## config.mk

```make
export PLATFORM = sky130hd
export DESIGN_NAME = lsu_ctrl
export DESIGN_NICKNAME = d
export VERILOG_FILES = /design/src/rtl/lsu_ctrl.sv
export SDC_FILE = /design/constraint.sdc
export NUM_CORES = 1
export LEC_CHECK = 0
export CAP_MARGIN = 20
export CORE_ASPECT_RATIO = 1.5
export CORE_MARGIN = 4
export CORE_UTILIZATION = 45
export DETAILED_ROUTE_END_ITERATION = 7
export PLACE_DENSITY = 0.75
export SKIP_LAST_GASP = 1
export SLEW_MARGIN = 15
export SYNTH_ARGS = -nofsm -noshare
export SYNTH_HDL_FRONTEND = slang
export SYNTH_SLANG_ARGS = --single-unit
export TNS_END_PERCENT = 30
```

## constraint.sdc

```tcl
create_clock -name clk -period 6.69 [get_ports clk]
set_input_delay 1.6725 -clock clk [delete_from_list [all_inputs] [get_ports clk]]
set_output_delay 1.6725 -clock clk [all_outputs]
set_load 0.1 [all_outputs]
```

## src/rtl/lsu_ctrl.sv

```systemverilog
// lsu_ctrl -- load/store control unit between the memory pipeline stage and a
// byte-addressable data memory.
//
// Accepts one load/store at a time over a valid/ready handshake. Aligned
// accesses use one memory cycle. Misaligned halfword/word accesses are split
// into byte beats (LBU/SB), and load bytes are reassembled and extended here.
// Every request gets exactly one registered response strobe.
//
// Ports:
//   clk, rst                  clock, asynchronous active-high reset
//   req_valid_i / req_ready_o request handshake
//   req_addr_i, req_data_i    byte address, store data
//   req_we_i, req_funct3_i    1 = store, RISC-V load/store funct3
//   resp_valid_o              one-cycle response strobe
//   resp_data_o               load result (0 for stores and errors)
//   resp_misaligned_o         request was split into byte beats
//   resp_err_o                illegal funct3, no memory access made
//   mem_addr_o, mem_data_o    memory address / write data
//   mem_read_en_o, mem_write_en_o, mem_funct3_o  memory controls
//   mem_data_i                memory read data (combinational, pre-extended)
module lsu_ctrl #(
   parameter int AWIDTH = 32,
   parameter int DWIDTH = 32
) (
   input  logic              clk,
   input  logic              rst,
   input  logic              req_valid_i,
   output logic              req_ready_o,
   input  logic [AWIDTH-1:0] req_addr_i,
   input  logic [DWIDTH-1:0] req_data_i,
   input  logic              req_we_i,
   input  logic [2:0]        req_funct3_i,
   output logic              resp_valid_o,
   output logic [DWIDTH-1:0] resp_data_o,
   output logic              resp_misaligned_o,
   output logic              resp_err_o,
   output logic [AWIDTH-1:0] mem_addr_o,
   output logic [DWIDTH-1:0] mem_data_o,
   output logic              mem_read_en_o,
   output logic              mem_write_en_o,
   output logic [2:0]        mem_funct3_o,
   input  logic [DWIDTH-1:0] mem_data_i
);

   typedef enum logic [1:0] {IDLE = 2'd0, ACCESS = 2'd1, SPLIT = 2'd2, RESP = 2'd3} state_t;

   state_t            state_q, state_d;
   logic [AWIDTH-1:0] addr_q, addr_d;
   logic [DWIDTH-1:0] data_q, data_d;
   logic              we_q, we_d;
   logic [2:0]        funct3_q, funct3_d;
   logic [1:0]        beat_q, beat_d;
   logic [DWIDTH-1:0] result_q, result_d;
   logic              resp_valid_q, resp_valid_d;
   logic [DWIDTH-1:0] resp_data_q, resp_data_d;
   logic              resp_mis_q, resp_mis_d;
   logic              resp_err_q, resp_err_d;

   logic              accept;
   logic              req_legal;
   logic              req_aligned;
   logic              last_beat;
   logic [DWIDTH-1:0] assembled;
   logic [DWIDTH-1:0] extended;

   assign req_ready_o = (state_q == IDLE) && !rst;
   assign accept      = req_valid_i && req_ready_o;

   // Legality and alignment are judged on the live request, at acceptance.
   always_comb begin
      req_legal = 1'b0;
      case (req_funct3_i)
         3'b000, 3'b001, 3'b010: req_legal = 1'b1;
         3'b100, 3'b101:         req_legal = !req_we_i;  // LBU/LHU have no store form
         default:                req_legal = 1'b0;
      endcase
      req_aligned = 1'b1;
      case (req_funct3_i[1:0])
         2'b01:   req_aligned = !req_addr_i[0];
         2'b10:   req_aligned = (req_addr_i[1:0] == 2'b00);
         default: req_aligned = 1'b1;
      endcase
   end

   // Only halfword and word requests ever reach SPLIT.
   assign last_beat = (funct3_q[1:0] == 2'b01) ? (beat_q == 2'd1) : (beat_q == 2'd3);

   // Drop the current beat's byte into its lane of the result.
   genvar gi;
   generate
      for (gi = 0; gi < DWIDTH / 8; gi++) begin : g_lane
         assign assembled[8*gi +: 8] = (beat_q == 2'(gi)) ? mem_data_i[7:0]
                                                          : result_q[8*gi +: 8];
      end
   endgenerate

   always_comb begin
      case (funct3_q)
         3'b001:  extended = {{(DWIDTH-16){assembled[15]}}, assembled[15:0]};
         3'b101:  extended = {{(DWIDTH-16){1'b0}}, assembled[15:0]};
         default: extended = assembled;
      endcase
   end

   always_comb begin
      state_d      = state_q;
      addr_d       = addr_q;
      data_d       = data_q;
      we_d         = we_q;
      funct3_d     = funct3_q;
      beat_d       = beat_q;
      result_d     = result_q;
      resp_valid_d = 1'b0;
      resp_data_d  = '0;
      resp_mis_d   = 1'b0;
      resp_err_d   = 1'b0;
      case (state_q)
         IDLE: begin
            if (accept) begin
               addr_d   = req_addr_i;
               data_d   = req_data_i;
               we_d     = req_we_i;
               funct3_d = req_funct3_i;
               beat_d   = 2'd0;
               result_d = '0;
               if (!req_legal) begin
                  state_d      = RESP;
                  resp_valid_d = 1'b1;
                  resp_err_d   = 1'b1;
               end else if (req_aligned) begin
                  state_d = ACCESS;
               end else begin
                  state_d = SPLIT;
               end
            end
         end
         ACCESS: begin
            if (!we_q) begin
               result_d    = mem_data_i;
               resp_data_d = mem_data_i;
            end
            state_d      = RESP;
            resp_valid_d = 1'b1;
         end
         SPLIT: begin
            if (!we_q) begin
               result_d = assembled;
            end
            beat_d = beat_q + 2'd1;
            if (last_beat) begin
               state_d      = RESP;
               resp_valid_d = 1'b1;
               resp_mis_d   = 1'b1;
               resp_data_d  = we_q ? '0 : extended;
            end
         end
         RESP: begin
            state_d = IDLE;
         end
         default: state_d = IDLE;
      endcase
   end

   // Memory controls decode the registered state, so an asynchronous reset
   // drops every enable immediately.
   always_comb begin
      mem_addr_o     = '0;
      mem_data_o     = '0;
      mem_read_en_o  = 1'b0;
      mem_write_en_o = 1'b0;
      mem_funct3_o   = 3'b000;
      case (state_q)
         ACCESS: begin
            mem_addr_o     = addr_q;
            mem_funct3_o   = funct3_q;
            mem_read_en_o  = !we_q;
            mem_write_en_o = we_q;
            mem_data_o     = we_q ? data_q : '0;
         end
         SPLIT: begin
            mem_addr_o     = addr_q + AWIDTH'(beat_q);
            mem_funct3_o   = we_q ? 3'b000 : 3'b100;
            mem_read_en_o  = !we_q;
            mem_write_en_o = we_q;
            mem_data_o     = we_q ? (data_q >> {beat_q, 3'b000}) : '0;
         end
         default: ;
      endcase
   end

   always_ff @(posedge clk or posedge rst) begin
      if (rst) begin
         state_q      <= IDLE;
         addr_q       <= '0;
         data_q       <= '0;
         we_q         <= 1'b0;
         funct3_q     <= 3'b000;
         beat_q       <= 2'd0;
         result_q     <= '0;
         resp_valid_q <= 1'b0;
         resp_data_q  <= '0;
         resp_mis_q   <= 1'b0;
         resp_err_q   <= 1'b0;
      end else begin
         state_q      <= state_d;
         addr_q       <= addr_d;
         data_q       <= data_d;
         we_q         <= we_d;
         funct3_q     <= funct3_d;
         beat_q       <= beat_d;
         result_q     <= result_d;
         resp_valid_q <= resp_valid_d;
         resp_data_q  <= resp_data_d;
         resp_mis_q   <= resp_mis_d;
         resp_err_q   <= resp_err_d;
      end
   end

   assign resp_valid_o      = resp_valid_q;
   assign resp_data_o       = resp_data_q;
   assign resp_misaligned_o = resp_mis_q;
   assign resp_err_o        = resp_err_q;

endmodule

```

==> impl_metrics.csv, run 1 <==
group,metric,value,unit
run_status,outcome,"finished clean",
floorplanning,ioPinCount,208,
yosys,mappedNetlistNets,923,
floorplanning,die_height,170.0,µm
finish,register_area,3478,µm²
clocking,htree_levels,4,
grt,grt_overflow,0,
timing,layout_min_cycle_time,5.797,ns
yosys,synth.yosys.warnings,0,
placement,globalplace.congestion,0.8532,
yosys,ys_types,51,
clocking,cts_resized,0,
timing,slew_violations,0,
clocking,ctsLongestPathBuffers,2,
critical_path,cp-end-kind,"primary output",
placement,port_buffers,207,
critical_path,crit_type,"reg -> out",
finish,antenna-diode-count,0,
drt,final_wirelength,22530,µm
grt,antenna_violations_before_repair,0,
placement,place.detailed.hpwl,15350,µm
critical_path,cp_data_arrival_time,4.12,ns
drt,number_of_remaining_drc_errors,0,
yosys,ys_async_sr_fraction,1.000,
timing,tns,0,ns
drt,viasPerCell,5.825,
critical_path,startpoint_types,"flip-flop",
drt,final_antenna_net_count,0,
timing,rsz0062_at_grt,"false",
timing,timing.hold.ws,0.4837,ns
clocking,worstSkewPairLatency,0.42,ns
finish,post-route-cell-area,10490,µm²
yosys,post-synth-top-area-cell,"dfrtp_1",
clocking,post-cts-setup-buffers,0,
yosys,synth_seq_area_share,0.4419,
yosys,synth_edf_count,0,
placement,dpl-instance-area,9888,µm²
clocking,cts_hold_buffers,0,
yosys,synthTopCellsByArea,"dfrtp_1 (44%), mux2_2 (14%), nand2_1 (4.1%), a22o_1 (4.0%), o21ai_0 (3.8%)",
finish,multi_input_comb_area,4086,µm²
grt,maximum_number_of_pins_on_one_net_before_global_route_repair,93,
grt,via_count_of_the_first_global_routing_pass,6811,
floorplanning,core-area,17270,µm²
drt,route.vias.total,6996,
drt,drt_first_iter_violations,595,
flow_run,cap_violations,0,
timing,pin_slew_with_the_least_headroom_to_its_limit,1.058,ns
critical_path,worstPathCellList,"inv_1 > ha_2 > and2_1 > nand2_1 > o21ai_0 > clkdlybuf4s50_1",
clocking,cts_root_buf,"clkbuf_16",
timing,finalCritPeriodShare,0.8665,
drt,detail_route.first_pass.iterations,6,
clocking,cts.reportedPaths.clkPinSlew,0.06,ns
grt,grt_pass1_wl,35440,µm
drt,wl_per_cell,18.76,µm
yosys,synth.ff_latch_count,139,
floorplanning,chipWidth,116.0,µm
timing,rel_slew_slack,0.2921,
hold_path,hold_class,"reg -> reg",
yosys,syn_area,7871,µm²
timing,finalClockSkew,0.01086,ns
finish,layout-drive-gt1-share,0.2126,
yosys,syn_area_per_cell,9.766,µm²
finish,fill_cells,1508,
yosys,synth_top_area_frac,0.4419,
yosys,number_of_instances_in_the_synthesized_netlist,806,
critical_path,crit_required,5.02,ns
timing,hold_violations,0,
finish,final_net_count,1092,
critical_path,timing.critical_path.slowest_stage_cell,"clkdlybuf4s50_1",
timing,fmaxAchievable,0.1725,GHz
clocking,clkSinkCount,139,
finish,synthToLayoutAreaGrowth,33.25,%
clocking,tritoncts.num_buffers,17,
yosys,postSynth.topFlopCell,"dfrtp_1",
floorplanning,initial_utilization,0.4557,
timing,finalSetupViolCount,0,
grt,global_route.usage.total,0.2267,
critical_path,worstPathMaxFanout,49,
clocking,cts_tree,"yes",
critical_path,timing.critical_path.slowest_cell_delay,1.22,ns
floorplanning,rows,59,
floorplanning,overall_die_area,19720,µm²
worst max-delay path: cells and delay by family, from the launching register on:
kind	cells	cell delay [ns]
buffers and inverters	2	1.33
adders and majority gates	1	0.86
DFF	1	0.41
and+or+nand+nor	2	0.90
AOI/OAI and AO/OA	1	0.21
path summary, 6_finish.rpt:
path                            cells past startpoint              end  slack [ns]    startpoint
worst min register to register                      2     result_q[31]        0.48  result_q[31]
worst max register to register                      7   resp_data_o[1]        3.11     beat_q[1]
worst min-delay path                                2     result_q[31]        0.48  result_q[31]
max in group asynchronous                           3     result_q[26]        3.64           rst
min in group asynchronous                           2      result_q[6]        1.85           rst
worst max-delay path                                6  mem_funct3_o[2]        0.89    state_q[1]
placed cells by master (no fill, tap or decap), drive strengths merged, types with 36 or more instances in the layout:
cell,Yosys,final
buf,10,70
nand2,88,88
a22o,36,36
nor2,37,37
clkdlybuf4s50,0,145
a21oi,46,46
o21ai,60,60
dfrtp,139,139
mux2,97,97
nor2b,42,42
synthesized netlist by cell type (all sizes together), types with 2 or more instances:
master,number
inv,18
buf,10
and3,9
nor2,37
nor3,8
o211ai,5
nand2,88
ha,13
a22o,36
o22ai,2
o21a,2
a21oi,46
clkbuf,55
o32ai,7
nand4,10
mux2,97
clkinv,2
o311ai,5
nor2b,42
o41ai,3
a222oi,16
nand2b,8
a31oi,6
o21ai,60
nor4,5
and2,6
nand3,18
or4,4
o31ai,5
dfrtp,139
a22oi,31
through the flow:
stage / utilization / setup WS (ns) / cells
after floorplan: - / 0.3976 / 806
after global placement: 0.5724 / 1.390 / 1169
after detailed placement: 0.5724 / 1.350 / 1169
after CTS: 0.6072 / 0.8772 / 1201
after global routing: 0.6072 / 0.6827 / 1201
final: 0.6072 / 0.8934 / 1201
metal layers:
| layer | GRT usage | routed length (µm) | up-vias |
|---|---|---|---|
| met1 | 0.2817 | 8739 | 3361 |
| met4 | 0.1070 | 887 | 0 |
| li1 | - | - | 3292 |
| met3 | 0.04767 | 1551 | 55 |
| met2 | 0.3741 | 11350 | 288 |
| met5 | 0 | 0 | - |
sequential cells by signal, indices dropped and copies added (netlist names):
name and count:
addr_q 32, data_q 32, resp_data_o 32, result_q 32, funct3_q 3, beat_q 2, state_q 2, resp_err_o 1
resp_misaligned_o 1, resp_valid_o 1, we_q 1
logic make-up after synthesis:
family          synth area share
simple gates              0.1545
compound gates            0.1977
flops                     0.4419
mux                       0.1400
buf+inv                  0.04149
fa+ha+maj                0.02321
xor+xnor                0.001113
layout make-up:
cell class	count	share of cell area
multi-input cells	582	0.3896
flip-flops and latches	139	0.3316
well taps	213	0.02541
inverters	20	0.007635
clock buffers	19	0.04127
repair buffers	215	0.1885
clock inverters	13	0.01598
Power of run 1 is not shown: default switching activity piles up to over one toggle a cycle in this logic, so the estimate is an artifact.
==> inputs of run 2 (changes only) <==
- ABC_AREA: default -> 1
- PLACE_DENSITY: 0.75 -> 0.74
==> run 2 against run 1 <==
Effect of this change: sequential cell count unchanged; non-clock buffer count up 3; critical path type unchanged; clock skew increased by 0.0013 ns; highest routed layer unchanged; maximum frequency rose by 4.8%.
==> impl_metrics.csv, run 2 <==
group,metric,value,unit
run_status,outcome,"finished clean",
placement,place_ws,1.538,ns
clocking,cts_tree,"yes",
power_and_ir_drop,clock_power_share,0.156,
grt,grt_overflow,0,
placement,dpl-instance-area,10430,µm²
timing,layout_min_cycle_time,5.533,ns
clocking,cts_resized,0,
floorplanning,rows,60,
yosys,ys_async_sr_fraction,1.000,
power_and_ir_drop,power_frac_seq,0.231,
drt,final_wirelength,25780,µm
finish,register_area,3478,µm²
drt,wl_per_cell,16.20,µm
clocking,tritoncts.num_buffers,17,
yosys,synth_edf_count,0,
grt,grt_pass1_wl,42060,µm
critical_path,startpoint_types,"flip-flop",
timing,fmaxAchievable,0.1807,GHz
floorplanning,core-area,18090,µm²
clocking,ctsLongestPathBuffers,2,
floorplanning,ioPinCount,208,
power_and_ir_drop,power.static_leakage,4.878,nW
clocking,cts_hold_buffers,0,
finish,multi_input_comb_area,4121,µm²
finish,mostFrequentLayoutCell,"nand2_1",
timing,hold_violations,0,
finish,most-common-layout-cells,"nand2_1 (421), clkdlybuf4s50_1 (170), dfrtp_1 (139)",
yosys,syn_area,8327,µm²
grt,antenna_violations_before_repair,0,
finish,synthToLayoutAreaGrowth,32.44,%
timing,rel_slew_slack,0.2953,
clocking,worstSkewPairLatency,0.43,ns
critical_path,cp_data_arrival_time,3.86,ns
clocking,cts_root_buf,"clkbuf_16",
finish,fill_cells,1666,
yosys,synth.most_common_cell,"nand2_1",
yosys,synth_common_cells,"nand2_1 (421), dfrtp_1 (139), inv_1 (115), o21ai_0 (104), a21oi_1 (71)",
critical_path,worstPathMaxFanout,19,
drt,detail_route.first_pass.iterations,5,
placement,globalplace.congestion,0.9014,
finish,post-route-cell-area,11030,µm²
timing,timing.hold.ws,0.4882,ns
critical_path,crit_type,"reg -> out",
flow_run,cap_violations,0,
drt,route.vias.total,8400,
placement,place.detailed.hpwl,18430,µm
drt,drt_first_iter_violations,764,
yosys,syn_area_per_cell,7.234,µm²
power_and_ir_drop,internal_power,2.645,mW
finish,antenna-diode-count,0,
critical_path,cp-end-kind,"primary output",
finish,layout-drive-gt1-share,0.09233,
clocking,post-cts-setup-buffers,0,
clocking,clkSinkCount,139,
yosys,postSynth.topFlopCell,"dfrtp_1",
timing,slew_violations,0,
yosys,synth_seq_area_share,0.4177,
placement,port_buffers,207,
yosys,synth.yosys.warnings,0,
yosys,mappedNetlistNets,1268,
hold_path,hold_class,"reg -> reg",
yosys,synth.ff_latch_count,139,
floorplanning,die_height,174.6,µm
grt,via_count_of_the_first_global_routing_pass,8307,
yosys,synth_top_area_frac,0.4177,
timing,tns,0,ns
power_and_ir_drop,share_comb_of_total_power,0.613,
floorplanning,initial_utilization,0.4602,
finish,final_net_count,1447,
floorplanning,chipWidth,119.1,µm
grt,global_route.usage.total,0.2497,
floorplanning,overall_die_area,20790,µm²
yosys,synthTopCellsByArea,"dfrtp_1 (42%), nand2_1 (19%), o21ai_0 (6.3%), inv_1 (5.2%), o22ai_2 (4.5%)",
drt,viasPerCell,5.280,
timing,rsz0062_at_grt,"false",
yosys,ys_types,40,
power_and_ir_drop,peak_supply_drop,0.3547,mV
drt,final_antenna_net_count,0,
power_and_ir_drop,power-per-cell-area,556.2,nW/µm²
timing,pin_slew_with_the_least_headroom_to_its_limit,1.054,ns
clocking,cts.reportedPaths.clkPinSlew,0.06,ns
timing,final.setup.worst_slack,1.157,ns
timing,finalSetupViolCount,0,
critical_path,crit_required,5.02,ns
drt,number_of_remaining_drc_errors,0,
power_and_ir_drop,sw_frac_of_total,0.5687,
grt,maximum_number_of_pins_on_one_net_before_global_route_repair,97,
yosys,post-synth-top-area-cell,"dfrtp_1",
timing,finalCritPeriodShare,0.8271,
power_and_ir_drop,p_total,6.133,mW
yosys,number_of_instances_in_the_synthesized_netlist,1151,
timing,finalClockSkew,0.01211,ns
power_and_ir_drop,sw_power,3.488,mW
clocking,htree_levels,4,
## run 2: cells by family (layout without fill, tap and decap cells)
group	count (synthesis)	in the layout	share of synthesized area
compound gates	266	266	0.2053
xor+xnor	4	4	0.004208
fa+ha+maj	14	14	0.02194
buf+inv	180	372	0.08760
flops	139	139	0.4177
simple gates	548	548	0.2633
## run 2: final timing paths
path / endpoint / cells past startpoint / start / slack (ns)
setup reg to reg: result_q[31] / 12 / state_q[0] / 3.20
max in group asynchronous: data_q[27] / 3 / rst / 3.64
min in group asynchronous: data_q[14] / 2 / rst / 1.84
hold / removal: data_q[4] / 2 / data_q[4] / 0.49
hold reg to reg: data_q[4] / 2 / data_q[4] / 0.49
setup / recovery: mem_addr_o[10] / 6 / state_q[0] / 1.16
## run 2: power by group through the flow
stage	Sequential, mW	Combinational [mW]	Clock (mW)
3_3_place_gp	1.42	3.70	0
4_1_cts	1.41	3.75	0.970
3_5_place_dp	1.42	3.74	0
5_1_grt	1.46	4.02	1.01
6_report	1.42	3.76	0.958
2_1_floorplan	1.70	2.58	0
## run 2: routing by layer
layer,up-vias,GRT usage,wire (µm)
met5,-,0,0
met4,0,0.1271,1003
met3,64,0.05181,1529
met2,331,0.4204,12790
met1,3912,0.3010,10460
li1,4093,-,-
## run 2: stage by stage
| step | util | cells |
|---|---|---|
| floorplan | - | 1151 |
| global placement | 0.5763 | 1558 |
| detailed placement | 0.5763 | 1558 |
| CTS | 0.6091 | 1590 |
| global route | 0.6095 | 1591 |
| finish | 0.6095 | 1591 |
## run 2: area by class of cell
cell class / count / area share
well taps: 248 / 0.02814
repair buffers: 218 / 0.1870
multi-input cells: 832 / 0.3737
clock inverters: 12 / 0.01237
flip-flops and latches: 139 / 0.3154
inverters: 122 / 0.04198
clock buffers: 20 / 0.04141
## run 2: worst max-delay path, stage by stage, from the launching register on
cell and delay [ns]:
dfrtp_1 0.41, inv_1 0.11, ha_1 0.69, nand2_1 0.40
o31ai_1 0.31, nor3b_1 0.32, clkdlybuf4s50_1 1.20
(Power assumes the default switching activity.)
==> inputs of run 3 (changes only) <==
- clock period: 6.69 -> 5.55 ns (I/O delays scaled with it)
==> run 3 against run 2 <==
Effect of this change: design area grew 3.0%; critical path depth is the same; total power grew 23%; clock power grew 18%; clock-buffer cell count grew 1; critical path type unchanged; highest routed layer unchanged.
==> impl_metrics.csv, run 3 (same netlist as run 2, synthesis figures left out) <==
group,metric,value,unit
critical_path,crit_type,"reg -> out",
critical_path,startpoint_types,"flip-flop",
critical_path,worstPathMaxFanout,23,
placement,placed_cells_incl_taps,1558,
drt,drt_first_iter_violations,738,
floorplanning,die_height,174.6,µm
placement,globalplace.congestion,0.9337,
finish,finalCoreUtilization,0.6277,
hold_path,hold_class,"reg -> reg",
clocking,cts.reportedPaths.clkPinSlew,0.06,ns
drt,final_wirelength,26110,µm
power_and_ir_drop,power-per-cell-area,661.9,nW/µm²
floorplanning,ioPinCount,208,
grt,maximum_number_of_pins_on_one_net_before_global_route_repair,94,
drt,wl_per_cell,16.41,µm
placement,port_buffers,207,
finish,synthToLayoutAreaGrowth,36.38,%
critical_path,cp-end-kind,"primary output",
clocking,cts_hold_buffers,0,
clocking,cts_tree,"yes",
grt,global_route.usage.total,0.2497,
critical_path,cp_data_arrival_time,3.34,ns
clocking,cts_root_buf,"clkbuf_16",
grt,grt_pass1_wl,41780,µm
timing,tns,0,ns
finish,mostFrequentLayoutCell,"nand2_1",
timing,hold_violations,0,
timing,finalCritPeriodShare,0.8522,
drt,number_of_remaining_drc_errors,0,
floorplanning,initial_utilization,0.4602,
power_and_ir_drop,p_total,7.517,mW
drt,viasPerCell,5.327,
grt,global_route.usage.met1,0.2894,
clocking,clkSinkCount,139,
grt,peak_usage_layer_in_the_global_routing_report,"met2",
grt,via_count_of_the_first_global_routing_pass,8411,
timing,finalClockSkew,0.01011,ns
floorplanning,core-area,18090,µm²
run_status,outcome,"finished clean",
clocking,htree_levels,4,
floorplanning,rows,60,
drt,detail_route.first_pass.iterations,5,
timing,fmaxAchievable,0.2114,GHz
clocking,post-cts-setup-buffers,0,
grt,groute.layer.met3.usage,0.05019,
finish,final_net_count,1446,
floorplanning,chipWidth,119.1,µm
floorplanning,overall_die_area,20790,µm²
drt,final_antenna_net_count,0,
timing,pin_slew_with_the_least_headroom_to_its_limit,0.9801,ns
timing,rsz0062_at_grt,"false",
grt,grt_util_met2,0.4334,
timing,layout_min_cycle_time,4.729,ns
clocking,cts_resized,0,
timing,rel_slew_slack,0.3445,
timing,finalSetupViolCount,0,
grt,grt_overflow,0,
critical_path,crit_required,4.16,ns
clocking,tritoncts.num_buffers,17,
finish,fill_cells,1609,
grt,antenna_violations_before_repair,1,
finish,layout-drive-gt1-share,0.1155,
finish,most-common-layout-cells,"nand2_1 (421), clkdlybuf4s50_1 (140), dfrtp_1 (139)",
clocking,worstSkewPairLatency,0.43,ns
drt,route.vias.total,8476,
timing,slew_violations,0,
flow_run,cap_violations,0,
power_and_ir_drop,power.static_leakage,5.018,nW
power_and_ir_drop,peak_supply_drop,0.4456,mV
clocking,ctsLongestPathBuffers,2,
finish,finalNonFillerCells,1591,
placement,place.detailed.hpwl,18660,µm
==> run 3: changes by cell type in the layout (fill, tap and decap cells not counted), sizes merged <==
| cell | previous run | this run |
|---|---|---|
| bufinv | 2 | 1 |
| clkinv | 12 | 11 |
| clkdlybuf4s50 | 170 | 140 |
| buf | 48 | 77 |
| diode | 0 | 1 |
| clkbuf | 20 | 21 |
| inv | 120 | 121 |
==> run 3: stage by stage <==
step,instance area [µm²],setup slack (ns),hold slack (ns)
final,11360,0.8206,0.4896
after global routing,11360,0.5701,0.5253
after detailed placement,10770,1.280,0.4768
after global placement,10770,1.296,0.4712
after floorplan,8333,0.3411,0.4492
after CTS,11350,0.8221,0.4935
==> run 3: power by group <==
| group | total, mW | leakage [nW] | internal (mW) | switching, mW |
|---|---|---|---|---|
| sequential | 1.73 | 1.81 | 1.39 | 0.333 |
| clock | 1.13 | 0.291 | 0.660 | 0.471 |
| combinational | 4.66 | 2.92 | 1.21 | 3.45 |
==> run 3: final timing paths <==
kind	startpoint	end	slack, ns	cells past startpoint
min reg2reg	data_q[5]	data_q[5]	0.49	2
max in group asynchronous	rst	addr_q[2]	3.09	3
max	beat_q[0]	mem_data_o[30]	0.82	6
min in group asynchronous	rst	data_q[28]	1.55	2
max reg2reg	state_q[1]	result_q[31]	2.10	8
min	data_q[5]	data_q[5]	0.49	2
==> run 3: metal layers <==
layer / share of wire / wire length, µm
met1: 0.38 / 9796
met2: 0.51 / 13380
met3: 0.071 / 1855
met4: 0.042 / 1085
met5: 0 / 0
==> run 3: cell type report <==
| type | count | area [µm²] | share of cell area |
|---|---|---|---|
| Tap cell | 248 | 310.3 | 0.02732 |
| Multi-Input combinational cell | 832 | 4130 | 0.3637 |
| Clock inverter | 11 | 108.9 | 0.009586 |
| Inverter | 122 | 462.9 | 0.04077 |
| Antenna cell | 1 | 2.502 | 0.0002204 |
| Sequential cell | 139 | 3478 | 0.3063 |
| Clock buffer | 21 | 470.5 | 0.04143 |
| Timing Repair Buffer | 217 | 2392 | 0.2107 |
==> run 3: critical path, cell delays in order, from the launching register on <==
cell	delay (ns)
dfrtp_1	0.86
clkinv_1	0.72
a21oi_2	0.52
inv_1	0.29
nand2_1	0.24
nor2_1	0.11
buf_12	0.18
